## config.mk

```make
export PLATFORM = sky130hd
export DESIGN_NAME = iopmp_cfg_regs
export DESIGN_NICKNAME = d
export VERILOG_FILES = /design/src/rtl/iopmp_cfg_regs.sv
export SDC_FILE = /design/constraint.sdc
export NUM_CORES = 2
export LEC_CHECK = 0
export CAP_MARGIN = 25
export CORE_AREA = 8 8 471 473
export DETAILED_ROUTE_END_ITERATION = 12
export DIE_AREA = 0 0 479 481
export DONT_BUFFER_PORTS = 1
export GPL_TIMING_DRIVEN = 0
export PLACE_DENSITY_LB_ADDON = 0.2
export SLEW_MARGIN = 40
export SYNTH_ARGS = -nofsm -noshare
export SYNTH_HDL_FRONTEND = slang
export SYNTH_SLANG_ARGS = --single-unit
```

## constraint.sdc

```tcl
create_clock -name clk_i -period 10.8 [get_ports clk_i]
set_input_delay 2.16 -clock clk_i [delete_from_list [all_inputs] [get_ports clk_i]]
set_output_delay 2.16 -clock clk_i [all_outputs]
set_load 0.05 [all_outputs]
```

## src/rtl/iopmp_cfg_regs.sv

```systemverilog
// IOPMP configuration register file: entry address/config, MD top indices and MDLCK,
// with WARL legalisation, entry/TOR locking and a one-cycle registered response.
module iopmp_cfg_regs #(
  parameter int                    NR_ENTRIES = 16,
  parameter int                    NR_MD      = 4,
  parameter int                    IOPMP_LEN  = 54,
  parameter int                    ADDR_WIDTH = 32,
  parameter logic [ADDR_WIDTH-1:0] BASE_ADDR  = 32'h5000_0000
) (
  input  logic                            clk_i,
  input  logic                            rst_i,
  input  logic                            req_i,
  input  logic                            we_i,
  input  logic [ADDR_WIDTH-1:0]           addr_i,
  input  logic [63:0]                     wdata_i,
  output logic                            rvalid_o,
  output logic [63:0]                     rdata_o,
  output logic                            err_o,
  output logic [NR_ENTRIES*IOPMP_LEN-1:0] entry_addr_o,
  output logic [NR_ENTRIES*8-1:0]         entry_cfg_o,
  output logic [NR_MD*16-1:0]             mdcfg_o,
  output logic [NR_MD:0]                  mdlck_o
);

  logic [ADDR_WIDTH-1:0] off;
  logic                  sel_mdlck, in_mdcfg, in_eaddr, in_ecfg;
  logic [4:0]            md_idx;
  logic [5:0]            ea_idx, ec_idx;

  logic [IOPMP_LEN-1:0] addr_q  [NR_ENTRIES];
  logic [IOPMP_LEN-1:0] addr_d  [NR_ENTRIES];
  logic [7:0]           cfg_q   [NR_ENTRIES];
  logic [7:0]           cfg_d   [NR_ENTRIES];
  logic [15:0]          mdcfg_q [NR_MD];
  logic [15:0]          mdcfg_d [NR_MD];
  logic [15:0]          md_floor[NR_MD];
  logic                 lck_l_q, lck_l_d;
  logic [NR_MD-1:0]     md_lck_q, md_lck_d;
  logic [NR_ENTRIES-1:0] addr_lock;
  logic [15:0]          t_sat;
  logic [7:0]           cfg_legal;
  logic                 hit;
  logic [63:0]          rd_val;
  logic                 unused_wdata;

  // Windows are checked for range and natural alignment; out-of-range indices simply
  // fail to match any register below and fall through to a decode error.
  assign off       = addr_i - BASE_ADDR;
  assign sel_mdlck = (off == '0);
  assign in_mdcfg  = (off >= ADDR_WIDTH'(14'h0800)) && (off < ADDR_WIDTH'(14'h0880)) &&
                     (off[1:0] == 2'b00);
  assign in_eaddr  = (off >= ADDR_WIDTH'(14'h2000)) && (off < ADDR_WIDTH'(14'h2200)) &&
                     (off[2:0] == 3'b000);
  assign in_ecfg   = (off >= ADDR_WIDTH'(14'h3000)) && (off < ADDR_WIDTH'(14'h3040));
  assign md_idx    = off[6:2];
  assign ea_idx    = off[8:3];
  assign ec_idx    = off[5:0];

  assign t_sat     = (wdata_i[15:0] > 16'(NR_ENTRIES)) ? 16'(NR_ENTRIES) : wdata_i[15:0];
  assign cfg_legal = {wdata_i[7], 2'b00, wdata_i[4:2], wdata_i[1] & wdata_i[0], wdata_i[0]};
  assign unused_wdata = ^wdata_i;

  // An address is frozen by its own L bit or by a locked TOR successor.
  always_comb begin
    for (int i = 0; i < NR_ENTRIES; i++) addr_lock[i] = cfg_q[i][7];
    for (int i = 0; i < NR_ENTRIES - 1; i++)
      if (cfg_q[i+1][7] && (cfg_q[i+1][4:3] == 2'b01)) addr_lock[i] = 1'b1;
  end

  always_comb begin
    md_floor[0] = '0;
    for (int m = 1; m < NR_MD; m++) md_floor[m] = mdcfg_q[m-1];
  end

  always_comb begin
    addr_d   = addr_q;
    cfg_d    = cfg_q;
    mdcfg_d  = mdcfg_q;
    lck_l_d  = lck_l_q;
    md_lck_d = md_lck_q;
    hit      = 1'b0;
    rd_val   = '0;
    if (req_i) begin
      if (sel_mdlck) begin
        hit = 1'b1;
        if (we_i && !lck_l_q) begin
          lck_l_d  = wdata_i[0];
          md_lck_d = md_lck_q | wdata_i[NR_MD:1];
        end
        rd_val = 64'({md_lck_d, lck_l_d});
      end
      for (int m = 0; m < NR_MD; m++) begin
        if (in_mdcfg && (md_idx == 5'(m))) begin
          hit = 1'b1;
          if (we_i && !lck_l_q && !md_lck_q[m])
            mdcfg_d[m] = (t_sat < md_floor[m]) ? md_floor[m] : t_sat;
          rd_val = 64'(mdcfg_d[m]);
        end
      end
      for (int i = 0; i < NR_ENTRIES; i++) begin
        if (in_eaddr && (ea_idx == 6'(i))) begin
          hit = 1'b1;
          if (we_i && !addr_lock[i]) addr_d[i] = wdata_i[IOPMP_LEN-1:0];
          rd_val = 64'(addr_d[i]);
        end
        if (in_ecfg && (ec_idx == 6'(i))) begin
          hit = 1'b1;
          if (we_i && !cfg_q[i][7]) cfg_d[i] = cfg_legal;
          rd_val = 64'(cfg_d[i]);
        end
      end
    end
  end

  // Response channel: every request accepted; rvalid_o pulses on the cycle after req_i,
  // with rdata_o/err_o valid only while rvalid_o is high (no backpressure).
  always_ff @(posedge clk_i) begin
    if (rst_i) begin
      addr_q   <= '{default: '0};
      cfg_q    <= '{default: '0};
      mdcfg_q  <= '{default: '0};
      lck_l_q  <= 1'b0;
      md_lck_q <= '0;
      rvalid_o <= 1'b0;
      rdata_o  <= '0;
      err_o    <= 1'b0;
    end else begin
      addr_q   <= addr_d;
      cfg_q    <= cfg_d;
      mdcfg_q  <= mdcfg_d;
      lck_l_q  <= lck_l_d;
      md_lck_q <= md_lck_d;
      rvalid_o <= req_i;
      rdata_o  <= rd_val;
      err_o    <= req_i & ~hit;
    end
  end

  always_comb begin
    entry_addr_o = '0;
    entry_cfg_o  = '0;
    mdcfg_o      = '0;
    for (int i = 0; i < NR_ENTRIES; i++) begin
      entry_addr_o[i*IOPMP_LEN +: IOPMP_LEN] = addr_q[i];
      entry_cfg_o[i*8 +: 8]                  = cfg_q[i];
    end
    for (int m = 0; m < NR_MD; m++) mdcfg_o[m*16 +: 16] = mdcfg_q[m];
  end

  assign mdlck_o = {md_lck_q, lck_l_q};

endmodule
```

# == Word-level counts from Yosys, hierarchy flattened ==
# Cells that the tools add are included.
# W data, S select, Z words.
# op_classes
bitwise,5
magnitude_cmp,11
mux,133
reduce_logical,174
n_eq_ne,48
add_sub_neg,1
# op_table
cell,n
$mux W54,51
$mux W16,9
$mux W8,17
$eq A6 B4 Y1 const B,16
$logic_and A1 B1 Y1,92
$reduce_and A2 Y1,37
$ge A32 B14 Y1 const B,2
$lt A32 B14 Y1 const B,2
$mux W1,54
$eq A6 B3 Y1 const B,8
$lt A16 B16 Y1,3
$reduce_or A38 Y1,1
$logic_not A1 Y1,36
$ge A32 B12 Y1 const B,1
$logic_not A32 Y1,1
$lt A32 B12 Y1 const B,1
$sub A32 B31 Y32 const B,1
$eq A2 B1 Y1 const B,15
$eq A6 B2 Y1 const B,4
$gt A16 B5 Y1 const B,1
$lt A16 B1 Y1 const B,1
$eq A6 B1 Y1 const B,2
$logic_not A6 Y1,2
$eq A5 B2 Y1 const B,2
11 further kinds,13
# totals
ff_bits,1127
wordCells,415
output_inout_bits,1127
in_bits,100

# == Logic depth before layout (Yosys ltp) ==
# logic_depth
depth_word,44
mapped_depth,19
ltp_nobuf,15

# == Least setup slack after synthesis ==
# OpenSTA, ideal clock, no wires.
# synth_timing
kind,input port to flip-flop
from,in wdata_i[7]
to,reg rdata_o[2]
t_arrival_ns,5.956
cell_stages,19
setup_ns,0.123
t_required_ns,10.677
n_path_buf,4
setup_slack_ns,4.721
path_cell_list,clkbuf_1 or4_1 nor4_4 buf_4 and2_1 clkbuf_1 ha_1 nand2_1 nor4_1 a221oi_1 o311ai_2 nor2_2 buf_6 mux2i_1 o21ai_1 a2111oi_4 o221ai_2 a2111oi_2 o21ai_1
# synth_via
elab_chain_cells,41
word_cells_on_any_way,50
classes_between,5 x order compare; 45 x mux
# synth_rtl
item,line_no,rtl
from (decl),15,"input logic [63:0] wdata_i,"
$gt A16 B5 Y1,59,assign t_sat = (wdata_i[15:0] > 16'(NR_ENTRIES)) ? 16'(NR_ENTRIES) : wdata_i[15:0];
$mux W16 *,59,
$lt A16 B1 Y1,96,mdcfg_d[m] = (t_sat < md_floor[m]) ? md_floor[m] : t_sat;
$mux W16,96,
$mux W16,95,if (we_i && !lck_l_q && !md_lck_q[m])
$mux W54 (3 in a row),93,if (in_mdcfg && (md_idx == 5'(m))) begin
$mux W54 *,93,
$mux W54 *,101,if (in_eaddr && (ea_idx == 6'(i))) begin
(+23 left out),--,
$mux W54 *,101,
$mux W54 *,106,if (in_ecfg && (ec_idx == 6'(i))) begin
$mux W54 *,101,
$mux W54 *,106,
$mux W54 *,101,
$mux W54 *,106,
$mux W54 *,101,
$mux W8 *,106,
to (signal assigned),134,rdata_o <= rd_val;
to (decl),17,"output logic [63:0] rdata_o,"
# Every way passes the cells marked *; elsewhere a longest branch is shown, timed or not.
# A chain may end at the register's enable or synchronous reset.

# == Worst setup path in the final report ==
# layout_timing
from,in wdata_i[7]
to,reg rdata_o[5]
# The elaborated chain is that of the path after synthesis.

==> results.json <==
{
  "status": "finished, final reports clean",
  "ir_drop_mv": 0.1895,
  "finClkSkew_ns": 0.04679,
  "crit_type": "in2reg",
  "layout_common_cells": "2125 x nand2_1, 1186 x a21oi_1, 990 x dfxtp_1",
  "track_usage": 0.4259,
  "ys_async_sr_fraction": 0,
  "maxSlewHeadroom": 0.2672,
  "reg2reg_to": "rdata_o[5]",
  "layout.cells.most_common": "nand2_1",
  "wirelength_um": 520400,
  "grt_max_degree": 17,
  "port_buffers": 0,
  "seq_area_frac_synth": 0.3888,
  "vias_per_cell": 6.186,
  "crit_fanout": 10,
  "gp_congestion": 1.020,
  "firstDrtPassIters": 6,
  "grt_pass1_vias": 60750,
  "dieArea_um2": 230400,
  "io_pins": 1227,
  "worstHoldStart": "lck_l_q",
  "worst_r2r_path_depth": 13,
  "worstMarginPinSlew_ns": 1.089,
  "clkSinkCount": 1117,
  "maxCapViolations": 0,
  "synth.yosys.warnings": 0,
  "synthCells": 7586,
  "grt_pass1_wl_um": 654000,
  "clockBufferDepth": 3,
  "synth_cell_types": 83,
  "cellLeakagePower_nw": 24.10,
  "overflow": 0,
  "holdPathStages": 2,
  "hold_viol": 0,
  "p_per_area_nw_per_um2": 150.9,
  "ant_nets": 0,
  "drive_above_1_share": 0.1157,
  "fillers": 23090,
  "die_h_um": 481,
  "min_to": "lck_l_q",
  "cts_made_buffers": 145,
  "drcViolationCount": 0,
  "arrival_ns": 8.78,
  "fin_crit_sh": 0.7514,
  "drv_slew": 0,
  "place_hpwl_um": 414800,
  "fin_crit_ns": 8.115,
  "ctsHoldBuffers": 0,
  "crit_path_start_kind": "input port",
  "post-cts-setup-buffers": 0,
  "fin_util": 0.3213,
  "fmax_ghz": 0.1232,
  "setup_viol": 0,
  "die_w_um": 479,
  "r2r_start": "mdcfg_o[46]",
  "clock_latency_ns": 0.86,
  "core_area_um2": 213800,
  "syn_to_final_growth_pct": 19.41,
  "hold_class": "reg2reg",
  "setup-tns-final_ns": 0,
  "cts_resized": 0,
  "syn_area_per_cell_um2": 7.582,
  "nNetsFinal": 8004,
  "synth_ff_type": "dfxtp_1",
  "antenna_found_initial": 71,
  "cts_tree": "yes",
  "htreeDepth": 4,
  "r2r_slack_ns": 4.97,
  "wire_per_inst_um": 47.97,
  "rsz0062_at_grt": "false",
  "root_buffer": "clkbuf_16",
  "syn_area_um2": 57520,
  "cp.required_ns": 11.46,
  "drt_iter0_drc": 9521,
  "ys_ff_latch": 1117,
  "register_area_um2": 22520,
  "worstSetupEndpointType": "flip-flop",
  "synth_edf_count": 0,
  "vias": 67100,
  "clk_pin_slew_ns": 0.06,
  "initial_core_util": 0.2691,
  "multiInputGateArea_um2": 32500,
  "row_count": 170
}
state kept, by name (all words and copies together) (netlist names):
name and count:
rdata_o 54, rvalid_o 1, lck_l_q 1, err_o 1, entry_cfg_o 128, entry_addr_o 864, md_lck_q 4, mdcfg_o 64
worst max path at each step:
stage                          start  slack (ns)     endpoint  depth (start not counted)
after global routing      wdata_i[7]        2.79   rdata_o[5]                         18
final                     wdata_i[7]        2.68   rdata_o[5]                         18
after floorplan           wdata_i[7]        4.72   rdata_o[2]                         19
after CTS                 wdata_i[7]        2.78   rdata_o[5]                         18
after global placement    addr_i[29]        0.80  rdata_o[39]                         14
after detailed placement  wdata_i[7]        1.92   rdata_o[5]                         18
kinds of logic after synthesis:
| logic type | synth area share |
|---|---|
| simple gates | 0.2082 |
| compound gates | 0.1888 |
| flops | 0.3888 |
| mux | 0.1490 |
| buf+inv | 0.05534 |
| fa+ha+maj | 0.009789 |
| other cells | 0.00006520 |
worst max-delay path: stages:
cell,delay [ns]
clkbuf_2,0.31
or4_1,0.62
nor4_4,0.18
buf_4,0.25
and2_1,0.14
clkbuf_1,0.49
ha_1,0.38
a211oi_1,0.27
a22oi_1,0.10
nand4_1,0.14
and3_1,0.28
buf_1,0.53
nand3_1,0.48
o221ai_1,0.47
o21ai_1,0.28
a2111oi_1,0.85
o2111ai_1,0.18
a21oi_1,0.64
per-stage QoR:
stage          std cells  setup slack, ns  area, um^2  hold WS [ns]  power (W)
2_1_floorplan       7628            4.721       57680        0.5022   0.004661
3_3_place_gp       10470           0.8015       61230        0.6469   0.005077
3_5_place_dp       10550            1.919       63570        0.6186   0.005120
4_1_cts            10810            2.778       68530        0.6352    0.01031
5_1_grt            10820            2.794       68620        0.6869    0.01050
6_report           10850            2.685       68680        0.6477    0.01037
area by class of cell:
type | count | area share
Multi-Input combinational cell | 5685 | 0.4731
Sequential cell | 1117 | 0.3279
Clock buffer | 192 | 0.05924
Tap cell | 2838 | 0.05170
Buffer | 769 | 0.04915
Timing Repair Buffer | 84 | 0.02146
Clock inverter | 65 | 0.01284
Inverter | 57 | 0.003115
Antenna cell | 41 | 0.001494
cells in the mapped netlist (all sizes together) (81+ instances only):
master  instances  area, um^2
mux2i         809        8098
dfxtp        1117       22360
a21oi        1190        5956
nand2        2127        7986
nor3           91       506.7
nand3          97       490.5
o22ai         211        1320
nor2          301        1137
buf            88       412.9
nor4           81       546.8
clkbuf        681        2556
o221ai        102       899.6
o21ai          87       435.4
report_power, final:
group | leakage [nW] | switching [W] | internal [W]
logic | 12.6 | 0.000724 | 0.000231
registers | 9.06 | 0.00000225 | 0.00412
clock network | 2.43 | 0.00222 | 0.00307
metal layers:
metal / track usage / vias up / share of wire
li1: - / 26970 / -
met1: 0.4452 / 33240 / 0.33
met2: 0.6570 / 5481 / 0.43
met3: 0.2190 / 1405 / 0.15
met4: 0.3117 / 14 / 0.092
met5: 0 / - / 0.00016
Power figures use the tool's default switching activity.
